File: src/rtl/mc_pkg.sv
// Shared encodings for the multicycle MIPS control FSM: states, opcodes,
// funct codes, ALU control codes and datapath mux selects.
package mc_pkg;

  typedef enum logic [3:0] {
    S_FETCH     = 4'd0,
    S_DECODE    = 4'd1,
    S_MEM_ADDR  = 4'd2,
    S_MEM_READ  = 4'd3,
    S_MEM_WB    = 4'd4,
    S_MEM_WRITE = 4'd5,
    S_R_EXEC    = 4'd6,
    S_R_WB      = 4'd7,
    S_BRANCH    = 4'd8,
    S_ADDI_EXEC = 4'd9,
    S_ADDI_WB   = 4'd10,
    S_JUMP      = 4'd11
  } state_e;

  localparam logic [5:0] OP_RTYPE = 6'h00;
  localparam logic [5:0] OP_LW    = 6'h23;
  localparam logic [5:0] OP_SW    = 6'h2B;
  localparam logic [5:0] OP_BEQ   = 6'h04;
  localparam logic [5:0] OP_ADDI  = 6'h08;
  localparam logic [5:0] OP_J     = 6'h02;

  localparam logic [5:0] FN_ADD = 6'h20;
  localparam logic [5:0] FN_SUB = 6'h22;
  localparam logic [5:0] FN_AND = 6'h24;
  localparam logic [5:0] FN_OR  = 6'h25;
  localparam logic [5:0] FN_SLT = 6'h2A;

  localparam logic [3:0] ALU_AND = 4'b0000;
  localparam logic [3:0] ALU_OR  = 4'b0001;
  localparam logic [3:0] ALU_ADD = 4'b0010;
  localparam logic [3:0] ALU_SUB = 4'b0110;
  localparam logic [3:0] ALU_SLT = 4'b0111;

  localparam logic [1:0] SRCB_B      = 2'b00;
  localparam logic [1:0] SRCB_FOUR   = 2'b01;
  localparam logic [1:0] SRCB_IMM    = 2'b10;
  localparam logic [1:0] SRCB_IMM_SH = 2'b11;

  localparam logic [1:0] PC_ALU    = 2'b00;
  localparam logic [1:0] PC_ALUOUT = 2'b01;
  localparam logic [1:0] PC_JUMP   = 2'b10;

  // States that wait on mem_ready and are therefore covered by the timeout.
  function automatic logic is_mem_state(state_e s);
    return (s == S_FETCH) || (s == S_MEM_READ) || (s == S_MEM_WRITE);
  endfunction

endpackage

File: src/rtl/alu_ctl_decode.sv
// R-type funct to ALU control decode; unsupported funct reports invalid
// and falls back to add so the ALU sees a benign operation.
module alu_ctl_decode
  import mc_pkg::*;
(
  input  logic [5:0] funct_i,
  output logic [3:0] alu_ctl_o,
  output logic       valid_o
);

  always_comb begin
    alu_ctl_o = ALU_ADD;
    valid_o   = 1'b1;
    case (funct_i)
      FN_ADD:  alu_ctl_o = ALU_ADD;
      FN_SUB:  alu_ctl_o = ALU_SUB;
      FN_AND:  alu_ctl_o = ALU_AND;
      FN_OR:   alu_ctl_o = ALU_OR;
      FN_SLT:  alu_ctl_o = ALU_SLT;
      default: valid_o   = 1'b0;
    endcase
  end

endmodule

File: src/rtl/mc_control.sv
// Multicycle MIPS control FSM: Moore decode of state, with mem_ready-gated
// enables, branch pc_write from zero, and a memory-wait timeout.
module mc_control
  import mc_pkg::*;
#(
  parameter int MEM_TIMEOUT = 16
) (
  input  logic       clk,
  input  logic       rst_n,
  input  logic [5:0] opcode,
  input  logic [5:0] funct,
  input  logic       zero,
  input  logic       mem_ready,
  output logic [3:0] alu_ctl,
  output logic       alu_src_a,
  output logic [1:0] alu_src_b,
  output logic [1:0] pc_src,
  output logic       pc_write,
  output logic       ir_write,
  output logic       iord,
  output logic       mem_read,
  output logic       mem_write,
  output logic       mem_to_reg,
  output logic       reg_dst,
  output logic       reg_write,
  output logic       retire,
  output logic       illegal,
  output logic       mem_err
);

  localparam int            CW       = (MEM_TIMEOUT > 1) ? $clog2(MEM_TIMEOUT) : 1;
  localparam bit            TO_EN    = (MEM_TIMEOUT > 0);
  localparam logic [CW-1:0] CNT_LAST = CW'((MEM_TIMEOUT > 0) ? MEM_TIMEOUT - 1 : 0);

  state_e        state_q, state_d;
  logic [CW-1:0] cnt_q, cnt_d;
  logic          is_sw_q, is_sw_d;
  logic [3:0]    dec_ctl;
  logic          dec_valid;
  logic          timeout;

  alu_ctl_decode u_alu_dec (
    .funct_i   (funct),
    .alu_ctl_o (dec_ctl),
    .valid_o   (dec_valid)
  );

  assign timeout = TO_EN && is_mem_state(state_q) && !mem_ready && (cnt_q == CNT_LAST);

  always_comb begin
    state_d    = state_q;
    is_sw_d    = is_sw_q;
    alu_ctl    = ALU_ADD;
    alu_src_a  = 1'b0;
    alu_src_b  = SRCB_B;
    pc_src     = PC_ALU;
    pc_write   = 1'b0;
    ir_write   = 1'b0;
    iord       = 1'b0;
    mem_read   = 1'b0;
    mem_write  = 1'b0;
    mem_to_reg = 1'b0;
    reg_dst    = 1'b0;
    reg_write  = 1'b0;
    retire     = 1'b0;
    illegal    = 1'b0;
    mem_err    = 1'b0;

    case (state_q)
      S_FETCH: begin
        mem_read  = 1'b1;
        alu_src_b = SRCB_FOUR;
        if (mem_ready) begin
          ir_write = 1'b1;
          pc_write = 1'b1;
          state_d  = S_DECODE;
        end else if (timeout) begin
          mem_err = 1'b1;
        end
      end
      S_DECODE: begin
        alu_src_b = SRCB_IMM_SH;
        case (opcode)
          OP_RTYPE: state_d = S_R_EXEC;
          OP_LW: begin
            state_d = S_MEM_ADDR;
            is_sw_d = 1'b0;
          end
          OP_SW: begin
            state_d = S_MEM_ADDR;
            is_sw_d = 1'b1;
          end
          OP_BEQ:  state_d = S_BRANCH;
          OP_ADDI: state_d = S_ADDI_EXEC;
          OP_J:    state_d = S_JUMP;
          default: begin
            illegal = 1'b1;
            state_d = S_FETCH;
          end
        endcase
      end
      S_MEM_ADDR: begin
        alu_src_a = 1'b1;
        alu_src_b = SRCB_IMM;
        state_d   = is_sw_q ? S_MEM_WRITE : S_MEM_READ;
      end
      S_MEM_READ: begin
        mem_read = 1'b1;
        iord     = 1'b1;
        if (mem_ready) begin
          state_d = S_MEM_WB;
        end else if (timeout) begin
          mem_err = 1'b1;
          state_d = S_FETCH;
        end
      end
      S_MEM_WB: begin
        reg_write  = 1'b1;
        mem_to_reg = 1'b1;
        retire     = 1'b1;
        state_d    = S_FETCH;
      end
      S_MEM_WRITE: begin
        mem_write = 1'b1;
        iord      = 1'b1;
        if (mem_ready) begin
          retire  = 1'b1;
          state_d = S_FETCH;
        end else if (timeout) begin
          mem_err = 1'b1;
          state_d = S_FETCH;
        end
      end
      S_R_EXEC: begin
        alu_src_a = 1'b1;
        alu_ctl   = dec_ctl;
        if (dec_valid) begin
          state_d = S_R_WB;
        end else begin
          illegal = 1'b1;
          state_d = S_FETCH;
        end
      end
      S_R_WB: begin
        reg_write = 1'b1;
        reg_dst   = 1'b1;
        retire    = 1'b1;
        state_d   = S_FETCH;
      end
      S_BRANCH: begin
        alu_src_a = 1'b1;
        alu_ctl   = ALU_SUB;
        pc_src    = PC_ALUOUT;
        pc_write  = zero;
        retire    = 1'b1;
        state_d   = S_FETCH;
      end
      S_ADDI_EXEC: begin
        alu_src_a = 1'b1;
        alu_src_b = SRCB_IMM;
        state_d   = S_ADDI_WB;
      end
      S_ADDI_WB: begin
        reg_write = 1'b1;
        retire    = 1'b1;
        state_d   = S_FETCH;
      end
      S_JUMP: begin
        pc_src   = PC_JUMP;
        pc_write = 1'b1;
        retire   = 1'b1;
        state_d  = S_FETCH;
      end
      default: state_d = S_FETCH;
    endcase

    // Reset overrides everything, including the otherwise-default add code.
    if (!rst_n) begin
      alu_ctl    = 4'b0000;
      alu_src_a  = 1'b0;
      alu_src_b  = 2'b00;
      pc_src     = 2'b00;
      pc_write   = 1'b0;
      ir_write   = 1'b0;
      iord       = 1'b0;
      mem_read   = 1'b0;
      mem_write  = 1'b0;
      mem_to_reg = 1'b0;
      reg_dst    = 1'b0;
      reg_write  = 1'b0;
      retire     = 1'b0;
      illegal    = 1'b0;
      mem_err    = 1'b0;
    end
  end

  always_comb begin
    cnt_d = cnt_q;
    if ((state_d != state_q) || timeout) begin
      cnt_d = '0;
    end else if (TO_EN && is_mem_state(state_q) && !mem_ready) begin
      cnt_d = cnt_q + CW'(1);
    end
  end

  always_ff @(posedge clk) begin
    if (!rst_n) begin
      state_q <= S_FETCH;
      cnt_q   <= '0;
      is_sw_q <= 1'b0;
    end else begin
      state_q <= state_d;
      cnt_q   <= cnt_d;
      is_sw_q <= is_sw_d;
    end
  end

endmodule

File: config.mk
export PLATFORM = sky130hd
export DESIGN_NAME = mc_control
export DESIGN_NICKNAME = d
export VERILOG_FILES = /design/src/rtl/mc_pkg.sv /design/src/rtl/alu_ctl_decode.sv /design/src/rtl/mc_control.sv
export SDC_FILE = /design/constraint.sdc
export NUM_CORES = 1
export LEC_CHECK = 0
export BUFFER_PORTS_ARGS = -buffer_cell sky130_fd_sc_hd__buf_2
export CORE_ASPECT_RATIO = 1.4
export CORE_MARGIN = 2
export CORE_UTILIZATION = 50
export CTS_CLUSTER_DIAMETER = 60
export DETAILED_ROUTE_END_ITERATION = 10
export PLACE_DENSITY = 0.77
export SLEW_MARGIN = 20
export SYNTH_ARGS = -nofsm -noshare
export SYNTH_HDL_FRONTEND = slang
export SYNTH_HIERARCHICAL = 1
export SYNTH_SLANG_ARGS = --single-unit
File: constraint.sdc
create_clock -name clk -period 2.7 [get_ports clk]
set_input_delay 0.54 -clock clk [delete_from_list [all_inputs] [get_ports clk]]
set_output_delay 0.54 -clock clk [all_outputs]
set_load 0.005 [all_outputs]
==> results.cfg <==
[sta]
hold_viol = 0
slew_headroom_pct = 60.7
setup_tns_ps = 0
setup_viol_count_final = 0
rsz0062_at_grt = false
tightest_slew_ps = 589
fin_crit_sh_pct = 93.3
hold-worst-slack_ps = 576
finalCriticalPeriod_ps = 2520
fmax_mhz = 397
fin_skew_ps = 2.65
slew_violations = 0

[cells_and_area]
insertedDiodeCount = 0
fill_cells = 183
finalInstanceArea_um2 = 1290
drive_above_1_share_pct = 24.7
final_nets = 208
synthToLayoutAreaGrowth_pct = 19.3

[global_route]
grt_overflow = 0
grt_use_total_pct = 25.9
grt_max_degree = 17
grt_pass1_wl_um = 5210
antenna_found_initial = 0
grt_pass1_vias = 1215

[synthesis]
yosysUniqueCellTypes = 47
synthTopCellsByCount = 17 x nand2_1, 16 x nor2_1, 12 x o21ai_0
ys_warn_count = 6
synth_top_cell_area_share_pct = 16.6
synth-seq-cells = 9
avgSynthCellArea_um2 = 6.89
async_flop_share_pct = 0
synth_ff_type = dfxtp_1
synth.largest_area_cell = dfxtp_1
ys_seq_area_share_pct = 16.6
synth_most_common_cell = nand2_1
ys_top_cells_by_area = dfxtp_1 17%, nand2_1 5.9%, o21ai_0 5.5%
synth_enable_flop_cells = 0
synth_cells = 157
syn_nets = 174
syn_area_um2 = 1080

[cts]
htreeDepth = 1
cts_buffer_depth = 2
cts_inserted_buffers = 3
cts.repair.resized = 0
post_cts_buffers = 0
clock-sinks = 9
tritoncts = yes
clockRootBuffer = clkbuf_4
hold_buffers = 0
path_clk_slew_ps = 70
clock_latency_ps = 270

[route]
drt_iter0_drc = 24
wire_per_inst_um = 13.5
first_pass_iters = 5
final_antenna_net_count = 0
drc_errors = 0
drt_wl_total_um = 2840
num_vias = 1263
vias_per_cell = 5.99

[pwr]
power_density_nw_per_um2 = 269
ir_worst_vdd_v = 0.000225
power.leakage_nw = 0.597

[die]
die_height_um = 59.1
io_pins = 36
initial_utilization_pct = 54.2
core_um2 = 2000
num_rows = 19
die_area_um2 = 2560
fp.dieW_um = 43.3

[placed_design]
detailed_place_hpwl_um = 2260
portBuffers = 34
gp_congestion = 0.881
placed_area_um2 = 1260

[critical_path]
crit_required_ps = 2160
slowest_stage = dfxtp_1
cp.arrival_ps = 1980
start_kind = register
critical_path_class = register to primary output
crit_path_max_incr_delay_ps = 690
path_delay_family = flip-flops
path_buf_inv = 1
critPathMaxFanout = 16
cp-end-kind = primary output
path_cells = nor2b_1 > mux2_2 > and3_1 > and2_1 > buf_2

[flow_run]
drv_cap = 0

[status]
outcome = completed

[min_path]
hp-class = register to register
[layout make-up]
class / count / area (um^2) / share of cell area, %
Timing Repair Buffer: 37 / 193 / 14.9
Multi-Input combinational cell: 135 / 846 / 65.5
Clock inverter: 1 / 5.00 / 0.388
Inverter: 5 / 18.8 / 1.45
Tap cell: 21 / 26.3 / 2.03
Clock buffer: 3 / 22.5 / 1.74
Sequential cell: 9 / 180 / 14.0
[layer usage]
metal	global-route usage [%]	up-vias	wire length, um
met4	13.9	0	64
li1	-	632	-
met2	45.0	38	1480
met1	30.6	584	1160
met3	3.05	9	130
met5	0	-	0
[worst register-to-register path, stage by stage, from the launching register on]
cell	delay (ps)
dfxtp_1	610
nor4b_4	400
nand4_1	190
a221oi_1	260
a21bo_2	280
nor3_1	240
[worst paths after layout]
kind | end | cells after the start | from | slack [ps]
worst min register to register | cnt_q[3] | 2 | cnt_q[3] | 580
worst max-delay path | mem_err | 5 | state_q[2] | 180
worst max register to register | cnt_q[0] | 5 | state_q[0] | 630
worst min-delay path | cnt_q[3] | 2 | cnt_q[3] | 580
[cell usage in the layout (no fill, tap or decap), drive strengths merged, types with 2 or more instances in the layout]
cell type / Yosys / layout
nor3: 9 / 9
nand2b: 4 / 4
inv: 5 / 5
a21oi: 9 / 9
nand4bb: 2 / 2
nor2: 16 / 16
nor3b: 2 / 2
o21a: 2 / 2
nor2b: 7 / 7
mux2: 2 / 2
clkbuf: 4 / 3
buf: 4 / 37
nand2: 17 / 17
nor4b: 3 / 3
and2: 7 / 7
xor2: 6 / 6
o21ai: 12 / 12
and3b: 2 / 2
and3: 6 / 6
nand3: 6 / 6
dfxtp: 9 / 9
nand4: 2 / 2
[cell families after synthesis]
group / Yosys count / share of synthesized area, %
fa+ha+maj: 1 / 1.16
other cells: 1 / 0.346
xor+xnor: 7 / 5.66
mux: 3 / 3.01
flops: 9 / 16.6
buf+inv: 13 / 5.20
compound gates: 34 / 20.0
simple gates: 89 / 48.0
[flip-flops by register name, summed over array words and instances, names as in the netlist]
register / flops
cnt_q: 4
is_sw_q: 1
state_q: 4
[where the power goes]
part           internal, W  switching [W]
logic            0.0000445      0.0000497
registers         0.000136     0.00000653
clock network    0.0000549      0.0000554
[stage by stage]
| stage | cells | setup slack (ps) | total power (W) | utilization [%] |
|---|---|---|---|---|
| detailed placement | 207 | 353 | 0.000239 | 63.3 |
| global placement | 207 | 386 | 0.000236 | 63.3 |
| CTS | 211 | 211 | 0.000346 | 64.7 |
| global route | 211 | 41.3 | 0.000368 | 64.7 |
| floorplan | 157 | 614 | 0.000202 | - |
| finish | 211 | 182 | 0.000347 | 64.7 |
(Power assumes the default switching activity.)
